[src/rtl/instr_prefetch_queue_if.sv]
`default_nettype none
// ----------------------------------------------------------------------------
// Module   : instr_prefetch_queue_if
// Brief    : Memory request/response, redirect and decode handshake bundle
//            for the instruction prefetch queue.
// Revision : 1.0 - initial release
// ----------------------------------------------------------------------------
interface instr_prefetch_queue_if;
  logic        imem_req_valid;
  logic        imem_req_ready;
  logic [31:0] imem_addr;
  logic        imem_rsp_valid;
  logic [31:0] imem_rsp_data;
  logic        redirect_valid;
  logic [31:0] redirect_pc;
  logic        out_valid;
  logic        out_ready;
  logic [31:0] out_instr;
  logic [31:0] out_pc;

  // Prefetch queue side
  modport master (
    output imem_req_valid, imem_addr, out_valid, out_instr, out_pc,
    input  imem_req_ready, imem_rsp_valid, imem_rsp_data,
           redirect_valid, redirect_pc, out_ready
  );

  // Memory / execute / decode side
  modport slave (
    input  imem_req_valid, imem_addr, out_valid, out_instr, out_pc,
    output imem_req_ready, imem_rsp_valid, imem_rsp_data,
           redirect_valid, redirect_pc, out_ready
  );
endinterface
`default_nettype wire

[src/rtl/instr_prefetch_queue.sv]
`default_nettype none
// ----------------------------------------------------------------------------
// Module   : instr_prefetch_queue
// Brief    : Fetch-PC owner and DEPTH-entry {instr,pc} FIFO feeding decode;
//            redirects flush the queue and drop in-flight responses.
//            Optional macro PFQ_BYPASS_EN: empty-queue response bypass.
// Revision : 1.0 - initial release
// ----------------------------------------------------------------------------
module instr_prefetch_queue #(
  parameter int          DEPTH    = 4,
  parameter logic [31:0] RESET_PC = 32'h0
) (
  input  wire logic              clk,
  input  wire logic              rst_n,
  instr_prefetch_queue_if.master bus
);
  localparam int             PTR_W      = $clog2(DEPTH);
  localparam int             CNT_W      = $clog2(DEPTH + 1);
  localparam logic [CNT_W:0] CREDIT_LIM = (CNT_W + 1)'(DEPTH);

  logic [31:0]      fetch_pc_q, fetch_pc_d;
  logic [31:0]      rsp_pc_q, rsp_pc_d;
  logic [CNT_W-1:0] count_q, count_d;
  logic [CNT_W-1:0] outst_q, outst_d;
  logic [CNT_W-1:0] drop_q, drop_d;
  logic [PTR_W-1:0] rd_ptr_q, rd_ptr_d;
  logic [PTR_W-1:0] wr_ptr_q, wr_ptr_d;
  logic [31:0]      instr_mem_q [DEPTH];
  logic [31:0]      pc_mem_q    [DEPTH];

  logic [CNT_W:0]   credit;
  logic [31:0]      redir_pc;
  logic             req_valid;
  logic             accept;
  logic             rsp_ok;
  logic             keep;
  logic             head_valid;
  logic             push;
  logic             pop;

  always_comb begin
    credit     = {1'b0, count_q} + {1'b0, outst_q};
    redir_pc   = bus.redirect_pc & 32'hFFFF_FFFC;
    // Occupancy plus in-flight reads never exceeds DEPTH, so a push always fits.
    req_valid  = rst_n && !bus.redirect_valid && (credit < CREDIT_LIM);
    accept     = req_valid && bus.imem_req_ready;
    rsp_ok     = bus.imem_rsp_valid && (outst_q != '0);
    keep       = rsp_ok && (drop_q == '0) && !bus.redirect_valid;
    head_valid = (count_q != '0);
    pop        = head_valid && bus.out_ready && !bus.redirect_valid;
  end

`ifdef PFQ_BYPASS_EN
  logic bypass;

  // A kept word arriving at an empty queue is shown immediately; it is only
  // stored if decode does not take it this cycle.
  assign bypass        = keep && !head_valid;
  assign push          = keep && !(bypass && bus.out_ready);
  assign bus.out_valid = head_valid || bypass;
  assign bus.out_instr = bypass ? bus.imem_rsp_data : instr_mem_q[rd_ptr_q];
  assign bus.out_pc    = bypass ? rsp_pc_q          : pc_mem_q[rd_ptr_q];
`else
  assign push          = keep;
  assign bus.out_valid = head_valid;
  assign bus.out_instr = instr_mem_q[rd_ptr_q];
  assign bus.out_pc    = pc_mem_q[rd_ptr_q];
`endif

  assign bus.imem_req_valid = req_valid;
  assign bus.imem_addr      = fetch_pc_q;

  always_comb begin
    fetch_pc_d = fetch_pc_q;
    rsp_pc_d   = rsp_pc_q;
    count_d    = count_q;
    outst_d    = outst_q;
    drop_d     = drop_q;
    rd_ptr_d   = rd_ptr_q;
    wr_ptr_d   = wr_ptr_q;

    if (accept) begin
      fetch_pc_d = fetch_pc_q + 32'd4;
      outst_d    = outst_q + CNT_W'(1);
    end
    if (rsp_ok) begin
      outst_d = outst_d - CNT_W'(1);
    end

    if (bus.redirect_valid) begin
      fetch_pc_d = redir_pc;
      rsp_pc_d   = redir_pc;
      count_d    = '0;
      rd_ptr_d   = '0;
      wr_ptr_d   = '0;
      // Every read still in flight after this cycle belongs to the old stream.
      drop_d     = outst_d;
    end else begin
      if (rsp_ok && (drop_q != '0)) begin
        drop_d = drop_q - CNT_W'(1);
      end
      if (keep) begin
        rsp_pc_d = rsp_pc_q + 32'd4;
      end
      if (push) begin
        wr_ptr_d = wr_ptr_q + PTR_W'(1);
      end
      if (pop) begin
        rd_ptr_d = rd_ptr_q + PTR_W'(1);
      end
      case ({push, pop})
        2'b10:   count_d = count_q + CNT_W'(1);
        2'b01:   count_d = count_q - CNT_W'(1);
        default: count_d = count_q;
      endcase
    end
  end

  always_ff @(posedge clk or negedge rst_n) begin
    if (!rst_n) begin
      fetch_pc_q <= RESET_PC;
      rsp_pc_q   <= RESET_PC;
      count_q    <= '0;
      outst_q    <= '0;
      drop_q     <= '0;
      rd_ptr_q   <= '0;
      wr_ptr_q   <= '0;
    end else begin
      fetch_pc_q <= fetch_pc_d;
      rsp_pc_q   <= rsp_pc_d;
      count_q    <= count_d;
      outst_q    <= outst_d;
      drop_q     <= drop_d;
      rd_ptr_q   <= rd_ptr_d;
      wr_ptr_q   <= wr_ptr_d;
    end
  end

  always_ff @(posedge clk or negedge rst_n) begin
    if (!rst_n) begin
      for (int i = 0; i < DEPTH; i++) begin
        instr_mem_q[i] <= '0;
        pc_mem_q[i]    <= '0;
      end
    end else if (push) begin
      instr_mem_q[wr_ptr_q] <= bus.imem_rsp_data;
      pc_mem_q[wr_ptr_q]    <= rsp_pc_q;
    end
  end

endmodule
`default_nettype wire
[src/flat_wrapper.sv]
// flat-port wrapper written by rule: the top's interface ports become plain ports
module instr_prefetch_queue_flat 
#(
  parameter int          DEPTH    = 4,
  parameter logic [31:0] RESET_PC = 32'h0
)
  (clk, rst_n, bus_imem_req_valid, bus_imem_addr, bus_out_valid, bus_out_instr, bus_out_pc, bus_imem_req_ready, bus_imem_rsp_valid, bus_imem_rsp_data, bus_redirect_valid, bus_redirect_pc, bus_out_ready);
  instr_prefetch_queue_if bus_i ();
  input  wire logic clk;
  input  wire logic rst_n;
  output wire logic [$bits(bus_i.imem_req_valid)-1:0] bus_imem_req_valid;
  output wire logic [$bits(bus_i.imem_addr)-1:0] bus_imem_addr;
  output wire logic [$bits(bus_i.out_valid)-1:0] bus_out_valid;
  output wire logic [$bits(bus_i.out_instr)-1:0] bus_out_instr;
  output wire logic [$bits(bus_i.out_pc)-1:0] bus_out_pc;
  input wire logic [$bits(bus_i.imem_req_ready)-1:0] bus_imem_req_ready;
  input wire logic [$bits(bus_i.imem_rsp_valid)-1:0] bus_imem_rsp_valid;
  input wire logic [$bits(bus_i.imem_rsp_data)-1:0] bus_imem_rsp_data;
  input wire logic [$bits(bus_i.redirect_valid)-1:0] bus_redirect_valid;
  input wire logic [$bits(bus_i.redirect_pc)-1:0] bus_redirect_pc;
  input wire logic [$bits(bus_i.out_ready)-1:0] bus_out_ready;
  assign bus_imem_req_valid = bus_i.imem_req_valid;
  assign bus_imem_addr = bus_i.imem_addr;
  assign bus_out_valid = bus_i.out_valid;
  assign bus_out_instr = bus_i.out_instr;
  assign bus_out_pc = bus_i.out_pc;
  assign bus_i.imem_req_ready = bus_imem_req_ready;
  assign bus_i.imem_rsp_valid = bus_imem_rsp_valid;
  assign bus_i.imem_rsp_data = bus_imem_rsp_data;
  assign bus_i.redirect_valid = bus_redirect_valid;
  assign bus_i.redirect_pc = bus_redirect_pc;
  assign bus_i.out_ready = bus_out_ready;
  instr_prefetch_queue #(.DEPTH(DEPTH), .RESET_PC(RESET_PC)) u_core (.clk(clk), .rst_n(rst_n), .bus(bus_i));
endmodule
[config.mk]
export PLATFORM = sky130hd
export DESIGN_NAME = instr_prefetch_queue_flat
export DESIGN_NICKNAME = d
export VERILOG_FILES = /design/src/rtl/instr_prefetch_queue_if.sv /design/src/rtl/instr_prefetch_queue.sv /design/src/flat_wrapper.sv
export SDC_FILE = /design/constraint.sdc
export NUM_CORES = 1
export LEC_CHECK = 0
export ABC_AREA = 1
export ABC_CLOCK_PERIOD_IN_PS = 3000
export BUFFER_PORTS_ARGS = -buffer_cell sky130_fd_sc_hd__clkbuf_2
export CAP_MARGIN = 20
export CELL_PAD_IN_SITES_DETAIL_PLACEMENT = 1
export CELL_PAD_IN_SITES_GLOBAL_PLACEMENT = 2
export CORE_MARGIN = 2
export CORE_UTILIZATION = 33
export CTS_CLUSTER_SIZE = 30
export DETAILED_ROUTE_END_ITERATION = 12
export PLACE_DENSITY_LB_ADDON = 0.1
export RECOVER_POWER = 100
export SLEW_MARGIN = 10
export SYNTH_ARGS = -nofsm -noshare
export SYNTH_HDL_FRONTEND = slang
export SYNTH_SLANG_ARGS = --single-unit
[constraint.sdc]
create_clock -name clk -period 3 [get_ports clk]
set_input_delay 0.15 -clock clk [delete_from_list [all_inputs] [get_ports clk]]
set_output_delay 0.15 -clock clk [all_outputs]
set_load 0.1 [all_outputs]
==> metrics.csv, run 1 <==
stage;metric;value;unit
clocking;cts_tree;done;
routing;via_count;14000;
global_routing;overflow;0;
clocking;cts.root.buffer_cell;clkbuf_16;
power;power_density;1040;mW/mm2
clocking;clockBufferDepth;3;
final_layout;stdcell_count;2811;
critical_path;worst-path-buf-inv;2;
timing;min_period;2760;ps
clocking;cts_hold_buf;64;
final_layout;fill_cells;5758;
global_routing;track_usage;0.211;
timing;grt_setup_unrepaired;no;
global_routing;antenna_found_initial;0;
synth;avgSynthCellArea;8.03;um2
outcome;status;complete, but fails checks;
clocking;cts_resized;0;
timing;finalWorstSetupSlack;245;ps
critical_path;path_max_fanout;125;
timing;finalMaxSlewViolations;159;
synth;ys.warnings.count;0;
job;drv_cap;1;
clocking;postCtsSetupBuffers;0;
placement;gp_congestion;0.787;
placement;io_buffers;161;
clocking;cts_made_buffers;42;
timing;min_period_over_period;0.918;
final_layout;diodes;0;
placement;preCtsSetupSlack;584;ps
critical_path;critPathLaunchType;register;
routing;dr.pass1.iters;4;
routing;routedWlPerCell;18.3;um
hold_path;hold_class;in2async;
synth;syn_inst;1976;
timing;hold_viol;0;
floorplan;coreArea;0.0476;mm2
routing;drtIter0Drc;728;
routing;drc;0;
routing;viasPerCell;4.96;
timing;skew;14.2;ps
final_layout;multiInputGateArea;0.00651;mm2
synth;synth_cell_type_count;41;
clocking;htree_levels;2;
final_layout;final_common_cell;nand2_1;
final_layout;regArea;0.00804;mm2
global_routing;grt_pass1_vias;14700;
synth;syn_area;0.0159;mm2
routing;drtAntennaViolNets;0;
synth;synth_flop_cell;dfrtp_1;
timing;timing.slew.headroom;-0.394;
critical_path;crit_family;buffers and inverters;
routing;totalWireLength;51500;um
clocking;clkSlewWorstSetupHoldPaths;60;ps
floorplan;die_h;223;um
final_layout;drive_gt1_frac;0.115;
floorplan;rows;80;
final_layout;area_growth;19.5;%
critical_path;path_class;reg2out;
critical_path;r2r_slack;340;ps
clocking;cts.sinks;321;
synth;synthArstFlopShare;1.00;
power;irDropWorstVdd;0.000771;V
floorplan;ios;168;
floorplan;dieArea;0.0499;mm2
timing;whs;39.7;ps
placement;place_hpwl;33500;um
floorplan;initial_core_util;0.333;
synth;synth-seq-area-share;0.506;
critical_path;cp.required;2850;ps
floorplan;die_w;223;um
critical_path;worstPathArrival;2610;ps
critical_path;cp_slowest_cell;clkbuf_2;
placement;placedCellCount;2671;
critical_path;slowest_delay;510;ps
synth;synth_edf_count;0;
critical_path;cp-end-kind;primary output;
timing;worstMarginPinSlew;2090;ps
timing;fmax;363;MHz
critical_path;crit_chain;buf_12 > o21ai_0 > o22ai_1 > clkbuf_2;
synth;yosys_register_bits;321;
power;power.leakage;0.00908;uW
timing;tns;0;ps
final_layout;final_cell_mix;nand2_1 (535), o21ai_0 (386), dfrtp_1 (319), nor2_1 (207), inv_1 (137);
final_layout;final_nets;2248;
power;finalPower;19700;uW
global_routing;grt_max_degree;159;
clocking;clock_latency;560;ps
outcome;failed_checks;capacitance limit, slew limit;
global_routing;grt_first_pass_wirelength;83400;um
timing;setup_violations;0;
## routing by layer
layer | vias up | wire [um] | track usage
li1 | 6837 | - | -
met1 | 6862 | 23900 | 0.285
met2 | 199 | 24900 | 0.359
met3 | 53 | 1750 | 0.0319
met4 | 0 | 957 | 0.0462
met5 | - | 0 | 0
## state kept, by name, indices dropped and copies added (netlist names)
signal                cells
u_core.instr_mem_q      128
u_core.drop_q             3
u_core.outst_q            3
u_core.bus.imem_addr     30
u_core.pc_mem_q         120
u_core.rsp_pc_q          30
u_core.count_q            3
u_core.rd_ptr_q           2
u_core.wr_ptr_q           2
## stage by stage
stage	util	instance area, um2
floorplan	-	15900
global placement	0.364	17400
detailed placement	0.364	17400
CTS	0.407	19400
global route	0.398	19000
finish	0.398	19000
## cell usage after synthesis, types with 3 or more instances
master,n,area share
a21oi_1,9,0.0028
o22ai_1,62,0.024
clkbuf_1,44,0.010
o21ai_1,232,0.073
nor2_1,205,0.048
o21ai_2,9,0.0050
nor3_1,17,0.0054
nand4_1,5,0.0020
o221ai_1,5,0.0028
buf_6,32,0.023
dfrtp_1,321,0.51
nand2_2,6,0.0024
nand2_1,529,0.13
ha_1,13,0.010
buf_2,28,0.0088
xor2_1,20,0.011
inv_2,3,0.00071
xnor2_1,3,0.0017
nand3_1,80,0.025
nand2_4,6,0.0043
inv_1,138,0.033
o211ai_1,12,0.0057
nor2_2,5,0.0020
buf_4,7,0.0033
o21ai_0,163,0.051
## worst paths after layout
check	startpoint	endpoint	cells past startpoint
min in group clk	bus_redirect_valid	u_core.rsp_pc_q[28]	4
max	u_core.rd_ptr_q[0]	bus_out_pc[19]	4
max reg2reg	u_core.count_q[2]	u_core.bus.imem_addr[18]	10
max in group asynchronous	rst_n	u_core.rsp_pc_q[24]	4
min reg2reg	u_core.pc_mem_q[84]	u_core.pc_mem_q[84]	2
min	rst_n	u_core.instr_mem_q[86]	2
## cell families (layout without fill, tap and decap cells)
kind of cell             count (synthesis)  in the layout  share of synthesized area
AO/OA/AOI/OAI                          500            500                      0.169
XOR/XNOR                                23             23                     0.0127
adder cells (fa/ha/maj)                 14             14                     0.0115
buffers and inverters                  256            473                     0.0797
flip-flops                             321            321                      0.506
other                                    1              4                   0.000236
AND/OR/NAND/NOR                        861            861                      0.221
## area by class of cell
| class | count | area share |
|---|---|---|
| Clock buffer | 63 | 0.0670 |
| Clock inverter | 13 | 0.00541 |
| Inverter | 143 | 0.0285 |
| Multi-Input combinational cell | 1402 | 0.343 |
| Sequential cell | 321 | 0.424 |
| Timing Repair Buffer | 254 | 0.0916 |
| Tap cell | 615 | 0.0406 |
## worst reg2reg max path: cells and delay by family, from the launching register on
| family | cells | cell delay (ps) |
|---|---|---|
| adder cells (fa/ha/maj) | 1 | 300 |
| AND/OR/NAND/NOR | 7 | 1390 |
| AO/OA/AOI/OAI | 1 | 140 |
| buffers and inverters | 1 | 280 |
| flip-flops | 1 | 420 |
## report_power, final
part | switching [uW] | internal [uW] | leakage, uW
clock | 1990 | 3010 | 0.000680
combinational | 7380 | 1650 | 0.00414
sequential | 576 | 5120 | 0.00427
total | 9950 | 9780 | 0.00908
(Power assumes the default switching activity.)
==> inputs of run 2 (changes only) <==
- CELL_PAD_IN_SITES_DETAIL_PLACEMENT: 1 -> 0
- CELL_PAD_IN_SITES_GLOBAL_PLACEMENT: 2 -> 1
==> run 2 against run 1 <==
- critical path type unchanged
- utilization is 0.16 points lower
- via count down 1.6%
- worst setup slack worse by 29 ps
- worst hold slack lost 24 ps
- non-clock buffer count shrank 1
- critical endpoint is now bus_out_pc[17]
- clock skew hardly changed
- die area stayed put
- the run still ends with capacitance limit, slew limit left
- critical path depth did not move
- clock power shrank 1%
- highest routed layer is now met5
==> metrics.csv, run 2 (synthesized netlist as in run 1, its figures left out) <==
stage;metric;value;unit;change
timing;skew;14.0;ps;-0.222 ps
floorplan;dieArea;0.0499;mm2;unchanged
timing;grt_setup_unrepaired;no;;
routing;totalWireLength;48600;um;-5.7%
floorplan;initial_core_util;0.333;;unchanged
hold_path;holdPathStages;5;;
final_layout;final_common_cell;nand2_1;;
routing;dr.pass1.iters;5;;+1
clocking;cts_made_buffers;41;;-2.4%
placement;place_hpwl;31300;um;-6.7%
critical_path;reg2reg_from;u_core.outst_q[0];;
timing;worstMarginPinSlew;1820;ps;-271 ps
critical_path;critPathLaunchType;register;;
critical_path;crit_chain;buf_4 > o21ai_0 > o22ai_1 > buf_2;;
placement;preCtsSetupSlack;597;ps;+12.6 ps
critical_path;slowest_delay;670;ps;+160 ps
clocking;cts_resized;0;;unchanged
global_routing;overflow;0;;unchanged
final_layout;diodes;0;;unchanged
critical_path;cp-end-kind;primary output;;
clocking;cts_hold_buf;64;;unchanged
routing;drtAntennaViolNets;0;;unchanged
timing;timing.slew.headroom;-0.213;;+0.181
routing;via_count;13700;;-1.6%
timing;hold_viol;0;;unchanged
final_layout;drive_gt1_frac;0.113;;-0.00212
final_layout;regArea;0.00804;mm2;unchanged
critical_path;path_max_fanout;64;;-49%
final_layout;multiInputGateArea;0.00651;mm2;about the same
timing;fmax;359;MHz;-1.1%
power;irDropWorstVdd;0.000694;V;-10%
routing;viasPerCell;4.89;;-1.5%
final_layout;area_growth;19.1;%;
global_routing;antenna_found_initial;2;;+2
clocking;clkSlewWorstSetupHoldPaths;60;ps;about the same
timing;setup_violations;0;;unchanged
placement;io_buffers;161;;unchanged
critical_path;crit_family;buffers and inverters;;
critical_path;path_class;reg2out;;
timing;tns;0;ps;unchanged
routing;drtIter0Drc;844;;+16%
clocking;cts.sinks;321;;unchanged
timing;min_period_over_period;0.928;;+0.00980
final_layout;largest_reg_flops;128;;unchanged
critical_path;r2r_slack;310;ps;-30 ps
power;power_density;1040;mW/mm2;-0.47%
critical_path;cp-endpoint;bus_out_pc[17];;
final_layout;largest-register;u_core.instr_mem_q;;
critical_path;worst-path-buf-inv;2;;unchanged
final_layout;fill_cells;5041;;-12%
floorplan;die_w;223;um;unchanged
global_routing;grt_max_degree;126;;-21%
clocking;clockBufferDepth;3;;unchanged
critical_path;worstRegToRegCells;11;;+1
final_layout;top_regs;u_core.instr_mem_q: 128 flops, u_core.pc_mem_q: 120 flops;;
floorplan;rows;80;;unchanged
critical_path;cp_slowest_cell;buf_4;;
final_layout;final_nets;2246;;-0.089%
hold_path;hold_path_startpoint;bus_out_ready;;
global_routing;grt_pass1_vias;13400;;-8.3%
floorplan;die_h;223;um;unchanged
critical_path;cp.required;2850;ps;about the same
outcome;status;complete, but fails checks;;
timing;finalWorstSetupSlack;216;ps;-29.4 ps
global_routing;grt_first_pass_wirelength;77400;um;-7.1%
routing;routedWlPerCell;17.3;um;-5.6%
critical_path;worstReg2RegEnd;u_core.instr_mem_q[97];;
floorplan;coreArea;0.0476;mm2;unchanged
clocking;htree_levels;2;;unchanged
critical_path;crit_cells;4;;unchanged
hold_path;hold_class;in2reg;;
critical_path;worstPathArrival;2630;ps;+20 ps
clocking;clock_latency;560;ps;about the same
power;power.leakage;0.00901;uW;-0.82%
clocking;postCtsSetupBuffers;0;;unchanged
timing;finalMaxSlewViolations;248;;+56%
routing;drc;0;;unchanged
job;drv_cap;3;;+2
global_routing;track_usage;0.197;;-0.0137
timing;min_period;2780;ps;+29.4 ps
placement;gp_congestion;0.798;;+1.4%
floorplan;ios;168;;unchanged
outcome;failed_checks;capacitance limit, slew limit;;
clocking;cts_tree;done;;
clocking;cts.root.buffer_cell;clkbuf_16;;
final_layout;final_cell_mix;nand2_1 (533), o21ai_0 (369), dfrtp_1 (319), nor2_1 (206), inv_1 (137);;
critical_path;cp-startpoint;u_core.rd_ptr_q[1];;
[run 2: per-layer routing]
layer	share of wire	global-route usage	up-vias
met5	0.00047	0	-
met4	0.023	0.0531	4
met3	0.040	0.0332	71
met2	0.47	0.322	285
met1	0.47	0.271	6514
li1	-	-	6847
[run 2: cell type report]
cell class              instances  share of cell area
flip-flops and latches        321               0.425
inverters                     143              0.0287
clock inverters                13             0.00715
clock buffers                  61              0.0647
repair buffers                253              0.0889
well taps                     615              0.0407
multi-input cells            1402               0.345
[run 2: report_power, final]
group	switching [uW]	internal, uW
sequential	562	5120
combinational	7320	1620
clock	1950	2990
[run 2: metrics by stage]
stage | util | instances | hold slack (ps) | power [uW] | cell area, um2
floorplan | - | 1979 | -146 | 13000 | 15900
global placement | 0.360 | 2670 | -4.17 | 14900 | 17200
detailed placement | 0.360 | 2670 | -3.37 | 15000 | 17200
CTS | 0.402 | 2808 | 2.04 | 20100 | 19200
global route | 0.397 | 2808 | 61.5 | 20600 | 18900
finish | 0.397 | 2808 | 15.7 | 19600 | 18900
[run 2: how the worst min path moves through the flow]
stage | endpoint | slack, ps
floorplan | u_core.bus.imem_addr[10] | -150
global placement | u_core.instr_mem_q[19] | -4
detailed placement | u_core.instr_mem_q[115] | -3
CTS | u_core.rd_ptr_q[0] | 2
global route | u_core.rd_ptr_q[0] | 60
finish | u_core.rd_ptr_q[0] | 20
[run 2: worst min-delay path: cells and delay by family]
kind                   cells  cell delay, ps
buffers and inverters      2             150
AND/OR/NAND/NOR            3             240
